$ cat src/rtl/bsa_pkg.sv
// Shared definitions for the byte-serial adder sequencer: FSM state type,
// byte width and the byte-index width helper.
package bsa_pkg;

    localparam int BYTE_W = 8;

    typedef enum logic [1:0] {
        IDLE = 2'd0,
        RUN  = 2'd1,
        DONE = 2'd2
    } bsa_state_t;

    // Width of the byte index counter; at least one bit so the counter exists.
    function automatic int idx_width(input int nbytes);
        return (nbytes < 2) ? 1 : $clog2(nbytes);
    endfunction

endpackage

$ cat src/rtl/add8_rc.sv
// Combinational 8-bit ripple-carry adder: one full adder per bit,
// carry chained from bit 0 upward.
module add8_rc
    import bsa_pkg::*;
(
    input  logic [BYTE_W-1:0] a,
    input  logic [BYTE_W-1:0] b,
    input  logic              cin,
    output logic [BYTE_W-1:0] sum,
    output logic              cout
);

    logic [BYTE_W:0] carry;

    assign carry[0] = cin;

    generate
        for (genvar gi = 0; gi < BYTE_W; gi++) begin : g_fa
            assign sum[gi]     = a[gi] ^ b[gi] ^ carry[gi];
            assign carry[gi+1] = (a[gi] & b[gi]) | (carry[gi] & (a[gi] ^ b[gi]));
        end
    endgenerate

    assign cout = carry[BYTE_W];

endmodule

$ cat src/rtl/byte_serial_add_seq.sv
// Byte-serial wide adder: captures two NBYTES-byte operands, feeds one byte
// pair per cycle (LSB first) through a single 8-bit ripple-carry adder and
// presents the assembled sum with a valid/ready handshake.
// Optional build macro BSA_SIGNED_OVF_EN adds the out_ovf port carrying the
// two's-complement overflow of the full-width add.
module byte_serial_add_seq
    import bsa_pkg::*;
#(
    parameter int NBYTES = 4
) (
    input  logic                     clk,
    input  logic                     rst_n,
    input  logic                     in_valid,
    output logic                     in_ready,
    input  logic [BYTE_W*NBYTES-1:0] in_a,
    input  logic [BYTE_W*NBYTES-1:0] in_b,
    input  logic                     in_cin,
    output logic                     out_valid,
    input  logic                     out_ready,
    output logic [BYTE_W*NBYTES-1:0] out_sum,
    output logic                     out_cout
`ifdef BSA_SIGNED_OVF_EN
    ,
    output logic                     out_ovf
`endif
);

    localparam int IDX_W = idx_width(NBYTES);
    localparam logic [IDX_W-1:0] LAST_IDX = IDX_W'(NBYTES - 1);

    bsa_state_t state_reg, state_next;

    logic [BYTE_W*NBYTES-1:0] a_reg, b_reg, sum_reg;
    logic [IDX_W-1:0]         idx_reg;
    logic                     carry_reg;
    logic                     cout_reg;

    logic [BYTE_W-1:0] a_bytes [NBYTES];
    logic [BYTE_W-1:0] b_bytes [NBYTES];
    logic [BYTE_W-1:0] add_a, add_b, add_sum;
    logic              add_cout;
    logic              last_byte;

    // Slice the captured operands into byte lanes for the index mux.
    generate
        for (genvar gi = 0; gi < NBYTES; gi++) begin : g_lane
            assign a_bytes[gi] = a_reg[gi*BYTE_W +: BYTE_W];
            assign b_bytes[gi] = b_reg[gi*BYTE_W +: BYTE_W];
        end
    endgenerate

    assign add_a     = a_bytes[idx_reg];
    assign add_b     = b_bytes[idx_reg];
    assign last_byte = (idx_reg == LAST_IDX);

    add8_rc u_add8 (
        .a    (add_a),
        .b    (add_b),
        .cin  (carry_reg),
        .sum  (add_sum),
        .cout (add_cout)
    );

    // FSM state register.
    always_ff @(posedge clk) begin
        if (!rst_n) state_reg <= IDLE;
        else        state_reg <= state_next;
    end

    // Next-state logic and handshake outputs.
    always_comb begin
        state_next = state_reg;
        in_ready   = 1'b0;
        out_valid  = 1'b0;
        case (state_reg)
            IDLE: begin
                in_ready = 1'b1;
                if (in_valid) state_next = RUN;
            end
            RUN: begin
                if (last_byte) state_next = DONE;
            end
            DONE: begin
                out_valid = 1'b1;
                if (out_ready) state_next = IDLE;
            end
            default: state_next = IDLE;
        endcase
    end

    // Operand capture, carry chaining between bytes and sum assembly.
    always_ff @(posedge clk) begin
        if (!rst_n) begin
            a_reg     <= '0;
            b_reg     <= '0;
            sum_reg   <= '0;
            idx_reg   <= '0;
            carry_reg <= 1'b0;
            cout_reg  <= 1'b0;
        end else begin
            case (state_reg)
                IDLE: begin
                    if (in_valid) begin
                        a_reg     <= in_a;
                        b_reg     <= in_b;
                        carry_reg <= in_cin;
                        sum_reg   <= '0;
                        idx_reg   <= '0;
                    end
                end
                RUN: begin
                    for (int i = 0; i < NBYTES; i++) begin
                        if (idx_reg == IDX_W'(i)) sum_reg[i*BYTE_W +: BYTE_W] <= add_sum;
                    end
                    carry_reg <= add_cout;
                    // The index stops at the top byte instead of wrapping.
                    if (last_byte) cout_reg <= add_cout;
                    else           idx_reg  <= idx_reg + 1'b1;
                end
                default: ;
            endcase
        end
    end

    assign out_sum  = sum_reg;
    assign out_cout = cout_reg;

`ifdef BSA_SIGNED_OVF_EN
    logic ovf_reg;

    // Overflow = carry into the sign bit XOR carry out of it, taken on the top byte.
    always_ff @(posedge clk) begin
        if (!rst_n) begin
            ovf_reg <= 1'b0;
        end else if (state_reg == RUN && last_byte) begin
            ovf_reg <= (add_a[BYTE_W-1] ^ add_b[BYTE_W-1] ^ add_sum[BYTE_W-1]) ^ add_cout;
        end
    end

    assign out_ovf = ovf_reg;
`endif

endmodule

$ cat config.mk
export PLATFORM = sky130hd
export DESIGN_NAME = byte_serial_add_seq
export DESIGN_NICKNAME = d
export VERILOG_FILES = /design/src/rtl/bsa_pkg.sv /design/src/rtl/add8_rc.sv /design/src/rtl/byte_serial_add_seq.sv
export SDC_FILE = /design/constraint.sdc
export NUM_CORES = 1
export LEC_CHECK = 0
export ABC_AREA = 1
export ABC_CLOCK_PERIOD_IN_PS = 12700
export CAP_MARGIN = 25
export CORE_MARGIN = 2
export CORE_UTILIZATION = 40
export CTS_CLUSTER_DIAMETER = 60
export DETAILED_ROUTE_END_ITERATION = 8
export GPL_TIMING_DRIVEN = 0
export HOLD_SLACK_MARGIN = 0.08
export PLACE_DENSITY = 0.66
export SKIP_CTS_REPAIR_TIMING = 1
export SYNTH_ARGS = -nofsm -noshare
export SYNTH_HDL_FRONTEND = slang
export SYNTH_SLANG_ARGS = --single-unit
export TNS_END_PERCENT = 20
$ cat constraint.sdc
create_clock -name clk -period 12.7 [get_ports clk]
set_clock_uncertainty 0.2 [all_clocks]
set_input_delay 1.27 -clock clk [delete_from_list [all_inputs] [get_ports clk]]
set_output_delay 1.27 -clock clk [all_outputs]
set_load 0.02 [all_outputs]
==> out/results.tsv, run 1 <==
metric	value	unit
outcome	finished, final reports clean	
grt.met1_usage	26.62	%
power_per_cell_area	139.7	nW/um2
whs	0.2799	ns
min_period	5.228	ns
final_antenna_net_count	0	
drive_above_1_share	8.322	%
rows	40	
synthAdderAreaFrac	4.380	%
clk_latency	0.35	ns
routed_wl	13290	um
slew_headroom	58.60	%
ys_seq_elements	102	
cts.clk_slew.worst_paths	0.07	ns
cts_max_level	3	
timing_hold_violations_final	0	
max_freq	0.1913	GHz
hpwl	10110	um
synth.largest_area_cell	dfxtp_1	
synth_cell_type_count	27	
initial_core_util	40.46	%
ys_warn_count	0	
final-setup-viol-count	0	
placed_cells	888	
ios	104	
hold_path.class	flop to flop	
synth_top_family_by_area	simple AND/OR/NAND/NOR gates	
dr.pass1.iters	5	
syn_area_per_cell	7.511	um2
crit_top_cell	fa_1	
fp.dieW	113.5	um
p_leak	2.588	nW
rsz0062_at_grt	no	
area_growth	31.99	%
arrival	5.32	ns
synth_xor_area_share	0	%
grt_pass1_vias	4200	
r2r_start	idx_reg[1]	
core-area	11860	um2
io_buffers	102	
endpoint_kind	flop	
cp_cell_sequence	buf_2 > clkinv_1 > buf_1 > nand3_1 > nand2_1 > fa_1 > fa_1 > fa_1 > fa_1 > fa_1 > inv_1 > fa_1 > fa_1 > inv_1 > fa_1 > nor2_1 > a21oi_1 > nor2_1	
numCtsBuffers	9	
drv_slew	0	
grt_antenna_before_repair	0	
final_nets	833	
r2r_cells	18	
cts.sinks	102	
fin_tns_setup	0	ns
worst_slew_pin_slew	0.6210	ns
met2_usage	35.57	%
ys.flop_type	dfxtp_1	
syn-cell-area	4800	um2
grt.met3_usage	4.145	%
vias_per_cell	4.946	
mostFrequentLayoutCell	nor2_1	
root_buffer	clkbuf_16	
ir_drop	0.08826	mV
reg2reg_slack	7.47	ns
timing.rr.end	out_sum[7]	
grt_pass1_wl	20890	um
synth_edf_count	0	
pre_cts_ws	7.542	ns
muxShareOfSynthArea	0	%
cts.path.max_buffers	2	
antenna_cells	0	
ys_top_cells_by_area	dfxtp_1 43%, nor2_1 14%, o21ai_0 7.6%	
cp.required	12.79	ns
synth_compound_area_share	11.89	%
post-route-period-util	41.17	%
grt_busiest_layer	met2	
track_usage	20.70	%
synth_top_cell_area_share	42.54	%
die_h	113.5	um
fin_ws	7.472	ns
layout.cells.non_filler	904	
slowest_stage	fa_1	
drc_errors	0	
grt_start_max_net_pins	18	
drv_cap	0	
die_area	12890	um2
ys_seq_area_share	42.54	%
syn_inst	639	
post_drt_wl_per_cell	14.70	um
cts_tree	done	
hold_path_depth	2	
drtIter0Drc	272	
most-common-layout-cells	178 x nor2_1, 102 x dfxtp_1, 102 x clkdlybuf4s50_1	
place.gp.congestion	0.8770	
min_to	out_sum[30]	
worstSetupPathType	flop to flop	
worstHoldStart	out_sum[30]	
cp-start-kind	flop	
crit_path_max_incr_delay	0.44	ns
syn_nets	720	
synth-simple-area-share	32.98	%
synth_async_sr_flop_share	0	%
vias	4471	
grt_overflow_total	0	
crit_fanout	11	
routing by layer:
layer	up-vias	part of all wire [%]
met5	-	0
met4	0	1.2
met3	12	5.3
met2	127	48
met1	2036	45
li1	2296	-
cell type report:
class	instances	area, um2
well taps	147	183.9
plain buffers	47	336.6
clock inverters	6	91.34
clock buffers	10	239.0
fillers	1146	5527
repair buffers	102	1021
multi-input cells	476	2364
inverters	14	57.56
flip-flops and latches	102	2042
how the worst max path moves through the flow:
stage	end	from	depth (start not counted)
floorplan	out_sum[7]	idx_reg[1]	18
global placement	out_sum[23]	idx_reg[1]	18
detailed placement	out_sum[23]	idx_reg[1]	18
CTS	out_sum[7]	idx_reg[1]	18
global route	out_sum[31]	idx_reg[1]	18
finish	out_sum[7]	idx_reg[1]	18
power breakdown:
group	internal [mW]	total [mW]	switching (mW)	leakage [nW]
registers	0.349	0.365	0.0166	0.843
clock network	0.180	0.305	0.126	0.163
logic	0.0960	0.214	0.118	1.58
synth_stat cells (3+ instances only):
library cell and instances:
nor2_1 178, dfxtp_1 102, nand2_1 97, o21ai_0 73, a21oi_1 36, nand3b_1 31, nand3_1 29, buf_6 18
clkbuf_1 14, inv_1 11, fa_1 8, buf_2 6, nor2_4 6, clkbuf_2 5, ha_1 4, o22ai_1 4
buf_4 3, nand3_4 3, nand4_1 3
metrics by stage:
step / cell area [um2] / utilization [%] / power, mW
2_1_floorplan: 4800 / - / 0.5046
3_3_place_gp: 6005 / 50.62 / 0.5826
3_5_place_dp: 6005 / 50.62 / 0.5862
4_1_cts: 6335 / 53.41 / 0.8880
5_1_grt: 6335 / 53.41 / 0.9273
6_report: 6335 / 53.41 / 0.8848
critical path: cells and delay by family, from the launching register on:
kind	cells	cell delay (ns)
buffers and inverters	5	0.99
AND/OR/NAND/NOR	4	0.78
flip-flops	1	0.37
adder cells (fa/ha/maj)	8	2.73
AO/OA/AOI/OAI	1	0.09
cells by family (layout without fill, tap and decap cells):
| logic type | count (synthesis) | in the layout |
|---|---|---|
| buffers and inverters | 61 | 179 |
| adders and majority gates | 12 | 12 |
| DFF | 102 | 102 |
| AOI/OAI and AO/OA | 113 | 113 |
| and+or+nand+nor | 351 | 351 |
Power figures use the tool's default switching activity.
==> inputs of run 2 (changes only) <==
--- a/config.mk
+++ b/config.mk
@@ -6,7 +6,7 @@
 export NUM_CORES = 1
 export LEC_CHECK = 0
 export ABC_AREA = 1
-export ABC_CLOCK_PERIOD_IN_PS = 12700
+export ABC_CLOCK_PERIOD_IN_PS = 4500
 export CAP_MARGIN = 25
 export CORE_MARGIN = 2
 export CORE_UTILIZATION = 40
@@ -14,7 +14,7 @@
 export DETAILED_ROUTE_END_ITERATION = 8
 export GPL_TIMING_DRIVEN = 0
 export HOLD_SLACK_MARGIN = 0.08
-export PLACE_DENSITY = 0.66
+export PLACE_DENSITY = 0.69
 export SKIP_CTS_REPAIR_TIMING = 1
 export SYNTH_ARGS = -nofsm -noshare
 export SYNTH_HDL_FRONTEND = slang
==> constraint.sdc (replaced) <==
create_clock -name clk -period 4.5 [get_ports clk]
set_clock_uncertainty 0.2 [all_clocks]
set_input_delay 0.45 -clock clk [delete_from_list [all_inputs] [get_ports clk]]
set_output_delay 0.45 -clock clk [all_outputs]
set_load 0.02 [all_outputs]
==> run 2 against run 1 <==
  * Utilization is 0.33 points higher
  * First-iteration DRC count shrank 23%
  * Power grew to 2.8 times the previous value
  * Clock-buffer cell count fell by 1
  * Register-to-register slack worse by 7.3 ns
  * Worst hold slack lost 0.015 ns
  * Largest cell class unchanged
  * Largest power group unchanged
  * Highest routed layer unchanged
==> out/results.tsv, run 2 (synthesis gave the netlist of run 1 again) <==
metric	value	unit
ios	104	
fin_tns_setup	0	ns
die_h	113.5	um
grt_overflow_total	0	
met2_usage	35.89	%
multi_input_area	2384	um2
cts.path.max_buffers	2	
grt_pass1_vias	4361	
crit_fanout	11	
whs	0.2653	ns
routed_wl	13300	um
fin_ws	0.1549	ns
initial_core_util	40.46	%
track_usage	20.94	%
p_leak	2.600	nW
nFillCells	1142	
drc_errors	0	
grt_antenna_before_repair	0	
fin_area	6374	um2
final_antenna_net_count	0	
max_freq	0.2301	GHz
drv_cap	0	
final_nets	835	
pre_cts_ws	-0.6194	ns
layout.cells.non_filler	906	
grt_pass1_wl	21360	um
rows	40	
worstSetupPathType	flop to flop	
antenna_cells	0	
slew_headroom	63.13	%
utilization	53.73	%
cts_tree	done	
final-setup-viol-count	0	
post_drt_wl_per_cell	14.68	um
die_area	12890	um2
drive_above_1_share	10.67	%
clk_latency	0.35	ns
vias_per_cell	4.985	
timing_hold_violations_final	0	
hpwl	10070	um
mostFrequentLayoutCell	nor2_1	
area_growth	32.79	%
drv_slew	0	
cp-start-kind	flop	
grt_start_max_net_pins	18	
arrival	4.39	ns
min_period	4.345	ns
grt.met3_usage	3.294	%
dr.pass1.iters	5	
grt_busiest_layer	met2	
most-common-layout-cells	177 x nor2_1, 102 x clkdlybuf4s50_1, 100 x dfxtp_1	
place.gp.congestion	0.8950	
ir_drop	0.1508	mV
numCtsBuffers	9	
placed_cell_area	6005	um2
fp.dieW	113.5	um
power_per_cell_area	382.5	nW/um2
hold_path.class	flop to flop	
root_buffer	clkbuf_16	
post-route-period-util	96.56	%
io_buffers	102	
placed_cells	888	
cts.clk_slew.worst_paths	0.07	ns
vias	4516	
cts.sinks	102	
final-seq-area	2044	um2
grt.met1_usage	27.12	%
worst_slew_pin_slew	0.5531	ns
drtIter0Drc	210	
total_power	2.438	mW
cts_max_level	3	
endpoint_kind	flop	
core-area	11860	um2
cp.required	4.55	ns
outcome	finished, final reports clean	
==> run 2: cell types whose count changed in the layout (fill, tap and decap cells not counted), sizes merged <==
cell and delta:
buf +5, bufinv -1, clkinvlp +3, inv -1
clkbuf -4
==> run 2: power by group <==
part / switching (mW) / internal, mW
Combinational: 0.339 / 0.283
Clock: 0.351 / 0.432
Sequential: 0.0486 / 0.984
Total: 0.738 / 1.70
==> run 2: layer usage <==
layer | up-vias | share of wire, %
met5 | - | 0
met4 | 0 | 1.4
met3 | 18 | 4.6
met2 | 120 | 48
met1 | 2078 | 46
li1 | 2300 | -
==> run 2: worst max-delay path: stages, from the launching register on <==
cell and delay [ns]:
dfxtp_2 0.35, buf_6 0.14, clkinvlp_4 0.12, buf_6 0.16, nand3_1 0.12, nand2_2 0.08, fa_2 0.36, fa_2 0.35
fa_2 0.35, fa_2 0.34, fa_1 0.36, inv_1 0.08, fa_1 0.18, fa_1 0.17, inv_1 0.05, fa_1 0.57
nor2_4 0.06, a21oi_1 0.12, nor2_1 0.06
==> run 2: final timing paths <==
check / from / to / slack, ns / cells past startpoint
setup / recovery: idx_reg[1] / out_sum[15] / 0.15 / 18
hold / removal: out_cout / out_cout / 0.27 / 2
setup reg to reg: idx_reg[1] / out_sum[15] / 0.15 / 18
hold reg to reg: out_cout / out_cout / 0.27 / 2
==> run 2: final cells by class <==
type                       instances  share of cell area, %
multi-input combinational        476                  37.40
sequential                       102                  32.08
timing repair buffer             105                  16.37
buffer                            46                  5.634
clock buffer                       9                  3.534
tap                              147                  2.886
clock inverter                     7                  1.139
inverter                          14                 0.9619
